===== config.mk =====
export PLATFORM = sky130hd
export DESIGN_NAME = key_debounce
export DESIGN_NICKNAME = d
export VERILOG_FILES = /design/src/rtl/key_debounce_pkg.sv /design/src/rtl/key_debounce_channel.sv /design/src/rtl/key_debounce.sv
export SDC_FILE = /design/constraint.sdc
export NUM_CORES = 1
export LEC_CHECK = 0
export CORE_UTILIZATION = 45
export DETAILED_ROUTE_END_ITERATION = 12
export HOLD_SLACK_MARGIN = 0.03
export PLACE_DENSITY = 0.75
export SLEW_MARGIN = 20
export SYNTH_ARGS = -nofsm -noshare
export SYNTH_HDL_FRONTEND = slang
export SYNTH_HIERARCHICAL = 1
export SYNTH_SLANG_ARGS = --single-unit

===== constraint.sdc =====
create_clock -name clk -period 1.8 [get_ports clk]
set_input_delay 0.36 -clock clk [delete_from_list [all_inputs] [get_ports clk]]
set_output_delay 0.36 -clock clk [all_outputs]
set_load 0.01 [all_outputs]

===== src/rtl/key_debounce_pkg.sv =====
// rtl/key_debounce_pkg.sv - shared lock package: channel-state encoding and debounce defaults
// Used by key_debounce and debounce_channel; optional synchroniser selected by KEY_DEBOUNCE_SYNC_EN.
package key_debounce_pkg;

  typedef enum logic [1:0] {
    CH_REL   = 2'b00,
    CH_PWAIT = 2'b01,
    CH_HELD  = 2'b10,
    CH_RWAIT = 2'b11
  } ch_state_e;

  localparam int unsigned DEBOUNCE_CYCLES_DEFAULT = 16;

  // Counter width; clamped to 1 so the smallest legal count still has a bit.
  function automatic int unsigned cnt_width(input int unsigned n);
    return (n <= 2) ? 1 : $clog2(n);
  endfunction

endpackage


===== src/rtl/key_debounce_channel.sv =====
// rtl/key_debounce_channel.sv - one key channel: optional 2-flop synchroniser, run counter, 4-state FSM
// KEY_DEBOUNCE_SYNC_EN defined: btn passes through a 2-flop synchroniser; undefined: btn used directly.
module debounce_channel
  import key_debounce_pkg::*;
#(
  parameter int unsigned DEBOUNCE_CYCLES = DEBOUNCE_CYCLES_DEFAULT
) (
  input  logic       clk,
  input  logic       reset,
  input  logic       btn,
  output logic       qualify,
  output logic [1:0] state
);

  localparam int unsigned CW = cnt_width(DEBOUNCE_CYCLES);
  localparam logic [CW-1:0] CNT_LAST = CW'(DEBOUNCE_CYCLES - 1);
  localparam logic [CW-1:0] CNT_ONE  = CW'(1);

  logic s;

`ifdef KEY_DEBOUNCE_SYNC_EN
  logic [1:0] sync_q;
  logic [1:0] sync_d;

  assign sync_d = {sync_q[0], btn};

  always_ff @(posedge clk or negedge reset) begin
    if (!reset) begin
      sync_q <= 2'b00;
    end else begin
      sync_q <= sync_d;
    end
  end

  assign s = sync_q[1];
`else
  assign s = btn;
`endif

  ch_state_e     state_q;
  ch_state_e     state_d;
  logic [CW-1:0] cnt_q;
  logic [CW-1:0] cnt_d;

  always_ff @(posedge clk or negedge reset) begin
    if (!reset) begin
      state_q <= CH_REL;
      cnt_q   <= '0;
    end else begin
      state_q <= state_d;
      cnt_q   <= cnt_d;
    end
  end

  // cnt_q counts consecutive samples that disagree with the accepted level.
  always_comb begin
    state_d = state_q;
    cnt_d   = cnt_q;
    qualify = 1'b0;
    case (state_q)
      CH_REL: begin
        if (s) begin
          state_d = CH_PWAIT;
          cnt_d   = CNT_ONE;
        end
      end
      CH_PWAIT: begin
        if (!s) begin
          state_d = CH_REL;
          cnt_d   = '0;
        end else if (cnt_q == CNT_LAST) begin
          state_d = CH_HELD;
          cnt_d   = '0;
          qualify = 1'b1;
        end else begin
          cnt_d = cnt_q + CNT_ONE;
        end
      end
      CH_HELD: begin
        if (!s) begin
          state_d = CH_RWAIT;
          cnt_d   = CNT_ONE;
        end
      end
      CH_RWAIT: begin
        if (s) begin
          state_d = CH_HELD;
          cnt_d   = '0;
        end else if (cnt_q == CNT_LAST) begin
          state_d = CH_REL;
          cnt_d   = '0;
        end else begin
          cnt_d = cnt_q + CNT_ONE;
        end
      end
      default: begin
        state_d = CH_REL;
        cnt_d   = '0;
      end
    endcase
  end

  assign state = state_q;

  cnt_bound_a: assert property (@(posedge clk) disable iff (!reset) cnt_q <= CNT_LAST);

endmodule


===== src/rtl/key_debounce.sv =====
// rtl/key_debounce.sv - two-key debouncer with overlap arbitration producing w0/w1/conflict strobes
// KEY_DEBOUNCE_SYNC_EN selects the per-key 2-flop synchroniser inside debounce_channel.
module key_debounce
  import key_debounce_pkg::*;
#(
  parameter int unsigned DEBOUNCE_CYCLES = DEBOUNCE_CYCLES_DEFAULT
) (
  input  logic clk,
  input  logic reset,
  input  logic btn0,
  input  logic btn1,
  output logic w0,
  output logic w1,
  output logic conflict
);

  logic       qual0;
  logic       qual1;
  logic [1:0] state0;
  logic [1:0] state1;

  debounce_channel #(
    .DEBOUNCE_CYCLES(DEBOUNCE_CYCLES)
  ) u_ch0 (
    .clk    (clk),
    .reset  (reset),
    .btn    (btn0),
    .qualify(qual0),
    .state  (state0)
  );

  debounce_channel #(
    .DEBOUNCE_CYCLES(DEBOUNCE_CYCLES)
  ) u_ch1 (
    .clk    (clk),
    .reset  (reset),
    .btn    (btn1),
    .qualify(qual1),
    .state  (state1)
  );

  logic busy0;
  logic busy1;
  logic w0_d;
  logic w1_d;
  logic conflict_d;
  logic w0_q;
  logic w1_q;
  logic conflict_q;

  assign busy0 = (state0 != CH_REL);
  assign busy1 = (state1 != CH_REL);

  // A press wins only if the other key is fully released; otherwise it is dropped, not deferred.
  always_comb begin
    w0_d       = 1'b0;
    w1_d       = 1'b0;
    conflict_d = 1'b0;
    if (qual0 && qual1) begin
      conflict_d = 1'b1;
    end else if (qual0) begin
      w0_d       = !busy1;
      conflict_d = busy1;
    end else if (qual1) begin
      w1_d       = !busy0;
      conflict_d = busy0;
    end
  end

  always_ff @(posedge clk or negedge reset) begin
    if (!reset) begin
      w0_q       <= 1'b0;
      w1_q       <= 1'b0;
      conflict_q <= 1'b0;
    end else begin
      w0_q       <= w0_d;
      w1_q       <= w1_d;
      conflict_q <= conflict_d;
    end
  end

  assign w0       = w0_q;
  assign w1       = w1_q;
  assign conflict = conflict_q;

  excl_a: assert property (@(posedge clk) disable iff (!reset) $onehot0({w0_q, w1_q, conflict_q}));

endmodule


==> summary by stage, run 1 <==
Run status
The run finished with clean final reports.

Floorplanning
The area inside the core boundary is between 1500 and 2000 sq um. The effective utilization at floorplan is between 40% and 50%. The full die area is 1860 sq um. The vertical die dimension is roughly 43 um. The floorplan has 14 rows. For this design the top-level I/O count stands at 7. The die is 43.1 um wide.

Layout
The total of fill cells in the finished design is roughly 130. Excluding fillers, the count of instances in the completed layout stands at 95. The number of antenna diodes in the final layout is 0. The footprint of the multi-input gates is roughly 360 sq um.

The final layout contains 86 nets. The growth of design area from synthesis to finish is 15.5%. Registers take roughly 380 sq um.

In the final layout, the share of cells above drive strength 1 is 16.5%.

Clocking
The number of hold-repair buffers added at the cts stage is 0. Buffers added to address setup during post-CTS repair amount to 0. The number of instances resized during post-cts repair is 0. The root buffer cell chosen for the clock tree is sky130_fd_sc_hd__clkbuf_4. The number of clock sinks is 15.

The insertion delay of the later-clocked pin in the worst-skew pair is ~0.28 ns. CTS built an H-tree with a depth of 1. Clock-pin slew was measured on the worst setup and hold paths at ~0.09 ns. Buffers inserted during clock tree synthesis total 3.

The TritonCTS clock tree is yes. The longest clock path from root to sink contains 2 buffers.

Worst setup path
Broken down by cell family, the worst path's largest delay share belongs to simple AND/OR/NAND/NOR gates. STA classifies the critical path startpoint as a flop. The slowest cell on the critical path is sky130_fd_sc_hd__dfrtp_1. The worst path required time is between 2 and 2.5 ns. Together, buffers and inverters on the worst path number 0. By startpoint and endpoint, the worst setup path is classified as reg2reg. On the worst path, the slowest cell contributes a delay of about 0.42 ns. The worst setup path is captured at a flop. The worst setup slack for register-to-register paths is between 0.15 and 0.2 ns.

In this run the worst path has a maximum fanout of 5. The critical path goes through ha_1, nand4_1, nor3b_1, o21ai_1, a21oi_1. The data arrival time at the worst-slack endpoint is roughly 1.8 ns.

Yosys
During synthesis, Yosys emitted a total of 6 warnings. For this run, the register share of the synthesized area comes to between 40% and 50%. The cell accounting for the most synthesized area is sky130_fd_sc_hd__dfrtp_1. The number of nets handed over by synthesis was between 70 and 80. The count of flip-flops with a built-in enable after synthesis is 0.

In the post-synthesis netlist, the biggest area contributors are sky130_fd_sc_hd__dfrtp_1 49%, sky130_fd_sc_hd__xor2_2 4.3%, sky130_fd_sc_hd__nand2_1 3.5%. The cell count after synthesis is 68. In the post-synthesis netlist, the cell with the most instances is sky130_fd_sc_hd__dfrtp_1. Sorting the synthesized cells by how often they occur yields 15 x sky130_fd_sc_hd__dfrtp_1, 7 x sky130_fd_sc_hd__nand2_1, 5 x sky130_fd_sc_hd__inv_1, 3 x sky130_fd_sc_hd__nand4_1, 3 x sky130_fd_sc_hd__nor2_1. In this run, synthesis produced a sequential element count of 15. In the synthesized netlist the dominant register cell turns out to be sky130_fd_sc_hd__dfrtp_1. The total standard cell area after synthesis is roughly 760 sq um.

The netlist uses 33 different library cells. The average instance area after synthesis is 11.2 sq um. The top cell type by area accounts for between 40 and 50% of the synthesized area. The fraction of synthesis flops using an asynchronous set or reset pin is 100%.

GRT
The global-route usage over all layers is 16.5%. The number of global-route vias before repair is 505. The number of antenna violations at the first check in global routing is 0.

The largest net degree at the start of global routing is 16. The wire length of the first global-routing pass is approximately 2200 um. After global routing the overflow that remains totals 0.

Place
The routability congestion estimate is 0.796. The count of buffers from port buffering is 6. The HPWL after detailed placement is about 900 um. The cell count after placement is 91.

Routing
Dividing the detail-routed wire length by the instance count gives 13.2 um. The pre-antenna-repair detailed-routing pass consisted of 4 iterations. The routed via count divided by cell count is 5.73. The number of nets with antenna violations after detailed routing is 0.

The vias after detailed routing is roughly 540. The violation count after the first detailed-routing iteration is 8. The total routed wirelength is around 1300 um. In the routed design, unresolved DRC markers number 0.

Timing
Measured against its own limit, the worst slew margin works out to 73.8%. The number of failing hold endpoints at the final stage came to 0. At the pin with the least slew margin, the transition time is 0.393 ns. The worst path in the final design needs a cycle of roughly 1.6 ns, including I/O delays and setup. Derived from the worst setup path, the maximum achievable clock frequency is just over 600 MHz. Between clock sinks in the finished design, the worst skew comes to 0.00647 ns.

The accumulated negative setup slack is 0 ns. The final number of setup-violating endpoints is 0. The fraction of the cycle the final worst path needs is between 80 and 90%. The final number of max-transition violations is 0.

Setup repair after global routing left no endpoint under its margin.

Power
The worst-case IR drop observed on VDD is 0.679 mV. The leakage power summed over all cells is about 0.38 nW. Power spread over the standard cell area amounts to between 700 and 800 nW/um^2. The post-layout total power is ~0.70 mW.

Worst hold path
The worst hold path belongs to the class in2async.

Job
The total of max-cap violations is 0.
final timing paths:
| kind | start | depth (start not counted) | to |
|---|---|---|---|
| max in group asynchronous | reset | 2 | u_ch0/cnt_q[2]$_DFFE_PN0P_ |
| min in group clk | u_ch1/cnt_q[1]$_DFFE_PN0P_ | 1 | u_ch1/cnt_q[1]$_DFFE_PN0P_ |
| worst max register to register | u_ch1/cnt_q[0]$_DFFE_PN0P_ | 5 | conflict$_DFF_PN0_ |
| worst min register to register | u_ch1/cnt_q[1]$_DFFE_PN0P_ | 1 | u_ch1/cnt_q[1]$_DFFE_PN0P_ |
| worst min-delay path | reset | 2 | asynchronous set/reset pin |
| worst max-delay path | u_ch1/cnt_q[0]$_DFFE_PN0P_ | 5 | conflict$_DFF_PN0_ |
metrics by stage:
step / instance area (sq um) / util (%) / hold slack [ns] / setup slack [ns]
floorplan: 759 / - / 0.0644 / 0.428
global placement: 850 / 55.1 / 0.528 / 0.162
detailed placement: 850 / 55.1 / 0.527 / 0.122
CTS: 877 / 56.9 / 0.366 / 0.152
global route: 877 / 56.9 / 0.385 / 0.00233
finish: 877 / 56.9 / 0.374 / 0.183
cell usage in the layout (no fill, tap or decap), drive strengths merged:
master	n
xnor2	1
dfrtp	15
clkbuf	3
a311oi	1
o2111ai	1
inv	5
ha	2
buf	2
nand2	7
mux2	1
and2	2
a21o	1
and2b	1
nor3	1
o21ai	2
nor2	3
nand4	3
nand4b	1
clkinv	1
nor4b	1
clkdlybuf4s50	6
xor2	3
nor3b	2
a211oi	1
a21oi	2
nand3	2
and4b	2
o2bb2ai	2
and4	1
o211a	1
o311ai	2
and3	1
per-layer routing:
metal	vias up	routed length (um)	track usage, %
li1	272	-	-
met1	259	587	21.6
met2	11	591	23.6
met3	2	60	8.09
met4	0	16	5.45
met5	-	0	0
area by class of cell:
cell class / instances / share of cell area (%)
timing repair buffer: 8 / 8.56
tap: 16 / 2.28
sequential: 15 / 42.8
multi-input combinational: 47 / 41.1
inverter: 5 / 2.14
clock inverter: 1 / 0.571
clock buffer: 3 / 2.57
where the power goes:
part | internal (mW) | switching (mW)
logic | 0.0529 | 0.0553
clock network | 0.0825 | 0.106
registers | 0.365 | 0.0353
logic make-up (layout without fill, tap and decap cells):
family                   count (synthesis)  after routing  synth area share, %
multiplexers                             1              1                 1.48
adder cells (fa/ha/maj)                  2              2                 3.29
buffers and inverters                    6             17                 3.13
AND/OR/NAND/NOR                         27             27                 22.6
AO/OA/AOI/OAI                           13             13                 13.5
flip-flops                              15             15                 49.4
XOR/XNOR                                 4              4                 6.59
(Power assumes the default switching activity.)
==> run 2, diff against run 1 <==
--- a/config.mk
+++ b/config.mk
@@ -9,7 +9,6 @@
 export DETAILED_ROUTE_END_ITERATION = 12
 export HOLD_SLACK_MARGIN = 0.03
 export PLACE_DENSITY = 0.75
-export SLEW_MARGIN = 20
 export SYNTH_ARGS = -nofsm -noshare
 export SYNTH_HDL_FRONTEND = slang
 export SYNTH_HIERARCHICAL = 1
==> results of run 2 <==
No change in the layout: final DEF, timing and power equal those of run 1.
==> run 3, diff against run 2 <==
--- a/config.mk
+++ b/config.mk
@@ -5,6 +5,7 @@
 export SDC_FILE = /design/constraint.sdc
 export NUM_CORES = 1
 export LEC_CHECK = 0
+export CORE_ASPECT_RATIO = 1.2
 export CORE_UTILIZATION = 45
 export DETAILED_ROUTE_END_ITERATION = 12
 export HOLD_SLACK_MARGIN = 0.03
==> summary by stage, run 3 (same netlist as run 1, synthesis figures left out) <==
GRT
The number of antenna violations at the first check in global routing is 0 (unchanged). The number of global-route vias before repair is 548 (was 505). The wire length of the first global-routing pass is 2170 um (was 2220 um).

The global route total overflow is 0 (unchanged). The largest net degree at the start of global routing came to 16 (unchanged). The global-route usage over all layers is 17.8% (was 16.5%).

Routing
The count of unresolved DRC violations after routing is 0 (unchanged). The violation count after the first detailed-routing iteration was 6 (was 8). The total routed wirelength is 1280 um (was 1260 um). The detailed-route wire length per cell is 13.3 um (was 13.2 um). The routed via count divided by cell count is 5.78 (was 5.73). The vias after detailed routing is 555 (was 544). The number of nets with antenna violations after detailed routing is 0 (unchanged). The iteration count of the initial detailed-routing pass is 4 (unchanged).

Power
The post-layout total power is 0.698 mW (was 0.697 mW). The leakage power summed over all cells came to 0.382 nW (was 0.385 nW). The power density over the cells is 796 nW/um^2 (was 795 nW/um^2). The worst vdd rail ir drop was 0.526 mV (was 0.679 mV).

Timing
The number of failing hold endpoints at the final stage is 0 (unchanged). The time the final worst path needs with I/O delays and setup is 1.62 ns (about the same). The remaining max-slew budget at the tightest pin is 71.6% (was 73.8%). The accumulated negative setup slack is 0 ns (unchanged). The final number of setup-violating endpoints is 0 (unchanged). The fmax came to 616 MHz (was 618 MHz).

The fraction of the cycle the final worst path needs was 90.2% (was 89.8%). RSZ-0062 raised after global routing: no (unchanged). The final number of max-transition violations came to 0 (unchanged). The transition time of the tightest slew-check pin came to 0.426 ns (was 0.393 ns). The maximum clock skew at final layout is 0.00195 ns (was 0.00647 ns).

Clocking
The number of hold-repair buffers added at the cts stage is 0 (unchanged). The maximum buffer depth of the clock tree was 2 (unchanged). The insertion delay of the later-clocked pin in the worst-skew pair is 0.28 ns (about the same).

The root buffer selected by CTS is sky130_fd_sc_hd__clkbuf_4 (unchanged). The number of instances resized during post-cts repair is 0 (unchanged). The number of clock sinks was 15 (unchanged).

The H-tree depth is 1 (unchanged). The clock buffer count from CTS is 3 (unchanged). The clock slew seen by the registers of the worst setup and hold paths is 0.08 ns (was 0.09 ns). The TritonCTS clock tree is yes (unchanged).

The count of buffers added by post-CTS timing repair for setup is 0 (unchanged).

Worst setup path
The endpoint kind of the worst setup timing path is a flop (unchanged). Series of cell instances along the critical path: ha_1, nand4_1, nor3b_1, o21ai_1, a21oi_1 (unchanged). The worst path required time was 2.01 ns (about the same).

The largest fanout on the critical path is 5 (unchanged). The depth of the worst register-to-register path came to 5 (unchanged). The launching element type of the critical path was a flop (unchanged). The largest stage delay on the critical path is 0.42 ns (about the same). The slowest cell on the critical path is sky130_fd_sc_hd__dfrtp_1 (unchanged). The data arrival time at the worst-slack endpoint is 1.83 ns (about the same). The worst reg2reg path endpoint is conflict$_DFF_PN0_ (unchanged). The worst setup slack for register-to-register paths is 0.18 ns (about the same). The startpoint of the lowest-slack register-to-register path is u_ch1/cnt_q[0]$_DFFE_PN0P_ (unchanged). The critical path class is reg2reg (unchanged).

Floorplanning
The vertical die dimension came to 47 um (was 43.1 um). The area inside the core boundary was 1500 sq um (was 1540 sq um). The site row count is 15 (was 14). The full die area is 1860 sq um (about the same).

The die span in x was 39.5 um (was 43.1 um). The top-level port count came to 7 (unchanged). The effective utilization at floorplan is 50.6% (was 49.3%).

Place
The count of buffers from port buffering is 6 (unchanged). The HPWL after detailed placement is 955 um (was 928 um). The cell count after placement came to 92 (was 91). The routability congestion estimate came to 0.685 (was 0.796).

Layout
Commonest cells after routing, fill and taps aside: 15 x sky130_fd_sc_hd__dfrtp_1, 7 x sky130_fd_sc_hd__nand2_1, 6 x sky130_fd_sc_hd__clkdlybuf4s50_1 (unchanged). The share of cells above drive strength 1 is 15.2% (was 16.5%). The final-stage net count was 86 (unchanged).

The number of antenna cells inserted is 0 (unchanged). The total of fill cells in the finished design is 126 (was 134). The number of cells in the finished layout apart from fillers is 96 (was 95). The footprint of the multi-input gates is 360 sq um (unchanged). The growth of design area from synthesis to finish is 15.5% (unchanged). The most common cell after layout, fill and taps aside is sky130_fd_sc_hd__dfrtp_1 (unchanged). The area taken by flip-flops and latches is 375 sq um (unchanged).

Run status
Outcome: finished, final reports clean (unchanged).

Worst hold path
The type of the tightest min-delay check is in2async (unchanged).

Job
The total of max-cap violations is 0 (unchanged).
==> run 3: area by class of cell <==
cell class                      count  share of cell area [%]
Timing Repair Buffer                8                    8.56
Clock buffer                        4                    3.00
Tap cell                           17                    2.43
Inverter                            5                    2.14
Multi-Input combinational cell     47                    41.1
Sequential cell                    15                    42.8
==> run 3: worst max-delay path, delay by kind of cell, from the launching register on <==
family / cells / cell delay [ns]
AOI/OAI and AO/OA: 2 / 0.30
DFF: 1 / 0.42
adders and majority gates: 1 / 0.23
and+or+nand+nor: 2 / 0.60
==> run 3: metrics by stage <==
stage          hold WS (ns)  setup slack (ns)  util (%)  area [sq um]
2_1_floorplan        0.0644             0.428         -           759
3_3_place_gp          0.528             0.163      56.7           851
3_5_place_dp          0.528            0.0917      56.7           851
4_1_cts               0.381             0.141      58.4           877
5_1_grt               0.414            0.0142      58.4           877
6_report              0.388             0.177      58.4           877
==> run 3: worst max path at each step <==
stage | start | endpoint | slack [ns]
detailed placement | btn1 | conflict$_DFF_PN0_ | 0.09
CTS | u_ch1/cnt_q[0]$_DFFE_PN0P_ | conflict$_DFF_PN0_ | 0.14
finish | u_ch1/cnt_q[0]$_DFFE_PN0P_ | conflict$_DFF_PN0_ | 0.18
floorplan | u_ch1/cnt_q[0]$_DFFE_PN0P_ | w0$_DFF_PN0_ | 0.43
global route | u_ch1/cnt_q[0]$_DFFE_PN0P_ | conflict$_DFF_PN0_ | 0.01
global placement | btn1 | w0$_DFF_PN0_ | 0.16
==> run 3: power breakdown <==
group / leakage [nW] / internal [mW] / switching (mW)
sequential: 0.190 / 0.365 / 0.0350
combinational: 0.177 / 0.0532 / 0.0557
clock: 0.0150 / 0.0860 / 0.103
==> run 3: layer usage <==
metal | GRT usage (%) | vias up | wire, um
li1 | - | 272 | -
met1 | 20.9 | 271 | 558
met2 | 28.2 | 8 | 643
met3 | 4.27 | 4 | 45
met4 | 12.4 | 0 | 30
met5 | 0 | - | 0
